===== config.mk =====
export PLATFORM = sky130hd
export DESIGN_NAME = serial_adder
export DESIGN_NICKNAME = d
export VERILOG_FILES = /design/src/rtl/serial_adder.sv
export SDC_FILE = /design/constraint.sdc
export NUM_CORES = 1
export LEC_CHECK = 0
export ABC_AREA = 1
export CELL_PAD_IN_SITES_DETAIL_PLACEMENT = 0
export CELL_PAD_IN_SITES_GLOBAL_PLACEMENT = 1
export CORE_MARGIN = 2
export CORE_UTILIZATION = 25
export CTS_BUF_LIST = sky130_fd_sc_hd__clkbuf_4 sky130_fd_sc_hd__clkbuf_8
export DETAILED_ROUTE_END_ITERATION = 10
export GPL_ROUTABILITY_DRIVEN = 0
export PLACE_DENSITY = 0.6
export SYNTH_ARGS = -nofsm -noshare
export SYNTH_HDL_FRONTEND = slang
export SYNTH_SLANG_ARGS = --single-unit
export TNS_END_PERCENT = 20

===== constraint.sdc =====
create_clock -name clk -period 3.3 [get_ports clk]
set_input_delay 0.66 -clock clk [delete_from_list [all_inputs] [get_ports clk]]
set_output_delay 0.66 -clock clk [all_outputs]
set_load 0.03 [all_outputs]

===== src/rtl/serial_adder.sv =====
// rtl/serial_adder.sv - bit-serial adder with start/busy/done handshake
// One full-adder cell and a registered carry; one operand bit per clock, LSB first.
module serial_adder #(
  parameter int WIDTH = 8
) (
  input  logic             clk,
  input  logic             reset,
  input  logic             start,
  input  logic [WIDTH-1:0] a,
  input  logic [WIDTH-1:0] b,
  input  logic             carry_in,
  output logic             busy,
  output logic             done,
  output logic [WIDTH-1:0] sum,
  output logic             carry_out
);

  localparam int CW = (WIDTH > 1) ? $clog2(WIDTH) : 1;
  localparam logic [CW-1:0] LAST = CW'(WIDTH - 1);

  typedef enum logic [1:0] {IDLE, RUN, DONE} state_t;

  state_t           state;
  logic [WIDTH-1:0] a_sr;
  logic [WIDTH-1:0] b_sr;
  logic [WIDTH-1:0] acc;
  logic [WIDTH-1:0] acc_next;
  logic             carry_reg;
  logic [CW-1:0]    cnt;
  logic             bit_sum;
  logic             bit_carry;

  assign bit_sum   = a_sr[0] ^ b_sr[0] ^ carry_reg;
  assign bit_carry = (a_sr[0] & b_sr[0]) | (carry_reg & (a_sr[0] ^ b_sr[0]));

  // New sum bits enter at the MSB so that after WIDTH shifts bit 0 sits at the LSB.
  generate
    if (WIDTH == 1) begin : g_narrow
      assign acc_next = bit_sum;
    end else begin : g_wide
      assign acc_next = {bit_sum, acc[WIDTH-1:1]};
    end
  endgenerate

  always_ff @(posedge clk) begin
    if (reset) begin
      state     <= IDLE;
      a_sr      <= '0;
      b_sr      <= '0;
      acc       <= '0;
      carry_reg <= 1'b0;
      cnt       <= '0;
      busy      <= 1'b0;
      done      <= 1'b0;
      sum       <= '0;
      carry_out <= 1'b0;
    end else begin
      case (state)
        IDLE: begin
          if (start) begin
            a_sr      <= a;
            b_sr      <= b;
            carry_reg <= carry_in;
            cnt       <= '0;
            busy      <= 1'b1;
            state     <= RUN;
          end
        end
        RUN: begin
          a_sr      <= a_sr >> 1;
          b_sr      <= b_sr >> 1;
          carry_reg <= bit_carry;
          acc       <= acc_next;
          cnt       <= cnt + 1'b1;
          if (cnt == LAST) begin
            sum       <= acc_next;
            carry_out <= bit_carry;
            busy      <= 1'b0;
            done      <= 1'b1;
            state     <= DONE;
          end
        end
        DONE: begin
          done  <= 1'b0;
          state <= IDLE;
        end
        default: begin
          busy  <= 1'b0;
          done  <= 1'b0;
          state <= IDLE;
        end
      endcase
    end
  end

endmodule


==> key figures <==
Logic synthesis
  – Synth area leader: dfxtp_1
  – Post-Synthesis Cells: 265
  – Mean Syn Cell Area: 6.63 um^2
  – Top cell type's share of synthesized area: 45.6%
  – Syn Nets: 288
  – Top cells by area, synth: dfxtp_1 (46%), nand2_1 (18%), nor2_1 (14%)
  – Synth Register Bits: 40
  – Warnings, synthesis: 0
  – Post-Syn Area: 1760 um^2
  – Synth unique cells: 18
  – Seq/Total Area, Yosys: 45.6%

Global route
  – Pin count of the biggest net entering global routing: 40
  – First-pass GRT wire length: 6710 um
  – Initial antenna violation count: 0
  – GR Overflow Total: 0
  – Gr usage total: 11.0%
  – Vias in the first global route: 1482

Pwr
  – Gate power share: 13.8%
  – Clock share of power: 32.4%
  – Pwr Density: 442 nW/um^2
  – Max VDD drop: 0.129 mV
  – Internal: 719 uW
  – Seq pwr share: 53.9%
  – Sw Pwr: 252 uW
  – Lkg Pwr: 1.02 nW
  – Sw Share: 25.9%

Worst setup path
  – Crit end category: primary output
  – Slowest-stage cell, CP: clkdlybuf4s50_1
  – CP peak stage delay: 670 ps
  – Reg2Reg Setup Slack: 1590 ps
  – Worst Setup Start Kind: flop
  – Crit path max-delay family: buffers and inverters
  – Crit path cell chain: clkdlybuf4s50_1
  – Reg-to-reg endpoint: b_sr[6]$_SDFFE_PP0P_
  – Crit Path Max Fanout: 2
  – Critical Path AT: 1310 ps
  – WS Path Type: reg2out
  – WP data required: 2640 ps
  – Worst reg-to-reg path cell count: 7
  – Reg2Reg Launch Point: state[1]$_SDFFE_PP0P_
  – Critical path buffers and inverters: 1

Route
  – Drt drc: 0
  – DRT Pass-1 Iters: 4
  – Post-Route WL: 3780 um
  – DRT iter0 DRCs: 57
  – Via-per-instance ratio: 3.92
  – Post-DRT Antenna Nets: 0
  – WL/cell: 9.73 um
  – Vias: 1520

Timing
  – Final min period: 1970 ps
  – Total negative slack: 0 ps
  – Final Slew Violations: 0
  – Clock Skews: 6.41 ps
  – RSZ-0062 raised after global routing: no
  – Fin. Hold Viols: 0
  – Period Utilization, post-route: 59.6%
  – Final setup vio count: 0
  – Worst slew margin: 60.8%
  – Fmax: 509 MHz
  – Slew @ Worst Pin: 587 ps

CTS
  – Total clock sinks: 40
  – Deepest clock path buffer count: 2
  – Setup repair bufs after CTS: 0
  – Worst-Skew Late Latency: 280 ps
  – Clock-pin slew on the worst setup and hold paths: 70 ps
  – H-tree levels: 2
  – CTS Hold Buffers Added: 0
  – Inserted Clock Buffers: 5
  – Root Buffer: clkbuf_8
  – CTS tree: built
  – Post-CTS sizing: 0

Final layout
  – Synthesis-to-finish area growth: 25.1%
  – Share of cells above drive strength 1: 5.14%
  – Post-route cell area: 2200 um^2
  – Largest regs: a_sr: 8 flops, b_sr: 8 flops, sum: 8 flops
  – # nets final: 315
  – Fillcell total: 773
  – FF+latch area: 801 um^2
  – Area of the multi-input gates: 778 um^2
  – Ant. Diodes: 0

Floorplanning
  – I/O Pins: 31
  – Die Height: 87.8 um
  – Area of the core: 6790 um^2
  – Die ar.: 7710 um^2
  – Starting Density: 25.9%
  – Row count: 30
  – Die width: 87.8 um

Min path
  – Hold Crit Class: reg2reg
  – Hold path depth: 2
  – Hold path endpoint: b_sr[7]$_SDFFE_PP0P_
  – Worst hold path startpoint: b_sr[7]$_SDFFE_PP0P_

Run
  – Max Cap Viol: 0

Place
  – Final HPWL DP: 2520 um
  – DP Area: 2120 um^2
  – Buffers on Ports: 30

Run status
  – Status: complete, no violations
-- kinds of logic after synthesis --
family | Yosys count | share of synthesized area (%)
AOI/OAI and AO/OA | 19 | 5.41
adders and majority gates | 3 | 2.56
buffers and inverters | 39 | 10.1
DFF | 40 | 45.6
and+or+nand+nor | 164 | 36.3
-- power by group through the flow --
stage | clock network, mW | logic [mW] | registers, mW
2_1_floorplan | 0 | 0.0947 | 0.533
3_3_place_gp | 0 | 0.138 | 0.535
3_5_place_dp | 0 | 0.137 | 0.535
4_1_cts | 0.328 | 0.138 | 0.523
5_1_grt | 0.346 | 0.158 | 0.526
6_report | 0.314 | 0.133 | 0.523
-- layout by cell type, fill, tap and decap left out --
cell	count
ha_1	2
clkbuf_8	5
fa_1	1
buf_4	2
nand3_1	9
nand3_2	1
inv_1	24
clkbuf_4	1
clkinv_2	1
dfxtp_1	40
nand2_2	1
clkdlybuf4s50_1	30
inv_2	3
a21oi_1	7
nor2_1	67
o21ai_1	4
o21ai_0	8
nand2_1	85
nor2_2	1
-- through the flow --
step	total power [mW]	util (%)	hold WS, ps	setup slack (ps)	cells
2_1_floorplan	0.628	-	434	2020	265
3_3_place_gp	0.672	31.1	457	1110	381
3_5_place_dp	0.672	31.1	461	1100	381
4_1_cts	0.989	32.3	474	1310	388
5_1_grt	1.03	32.3	491	1250	388
6_report	0.970	32.3	466	1330	388
-- worst max-delay path by stage --
| stage | startpoint | end | slack, ps | cells after the start |
|---|---|---|---|---|
| 6_report | done$_SDFFE_PP0P_ | done | 1330 | 1 |
| 2_1_floorplan | start | a_sr[6]$_SDFFE_PP0P_ | 2020 | 6 |
| 5_1_grt | start | a_sr[0]$_SDFFE_PP0P_ | 1250 | 6 |
| 4_1_cts | done$_SDFFE_PP0P_ | done | 1310 | 1 |
| 3_5_place_dp | reset | sum[2]$_SDFFE_PP0P_ | 1100 | 6 |
| 3_3_place_gp | start | a_sr[0]$_SDFFE_PP0P_ | 1110 | 6 |
-- metal layers --
metal	part of all wire, %	track usage [%]
met5	0	0
met4	1.2	3.36
met3	3.2	2.92
met2	45	18.3
met1	50	14.0
-- synthesized netlist by cell type, drive strengths merged --
library cell,instances
nand2,86
dfxtp,40
nor2,68
buf,9
a21oi,7
o21ai,12
inv,27
nand3,10
ha,2
fa,1
clkbuf,3
-- area by class of cell --
class	instances	share of cell area, %
clock buffers	6	3.47
clock inverters	1	0.228
well taps	96	5.47
inverters	27	4.61
repair buffers	32	14.4
multi-input cells	186	35.4
flip-flops and latches	40	36.4
No activity file was read; power rests on OpenSTA's default activity.
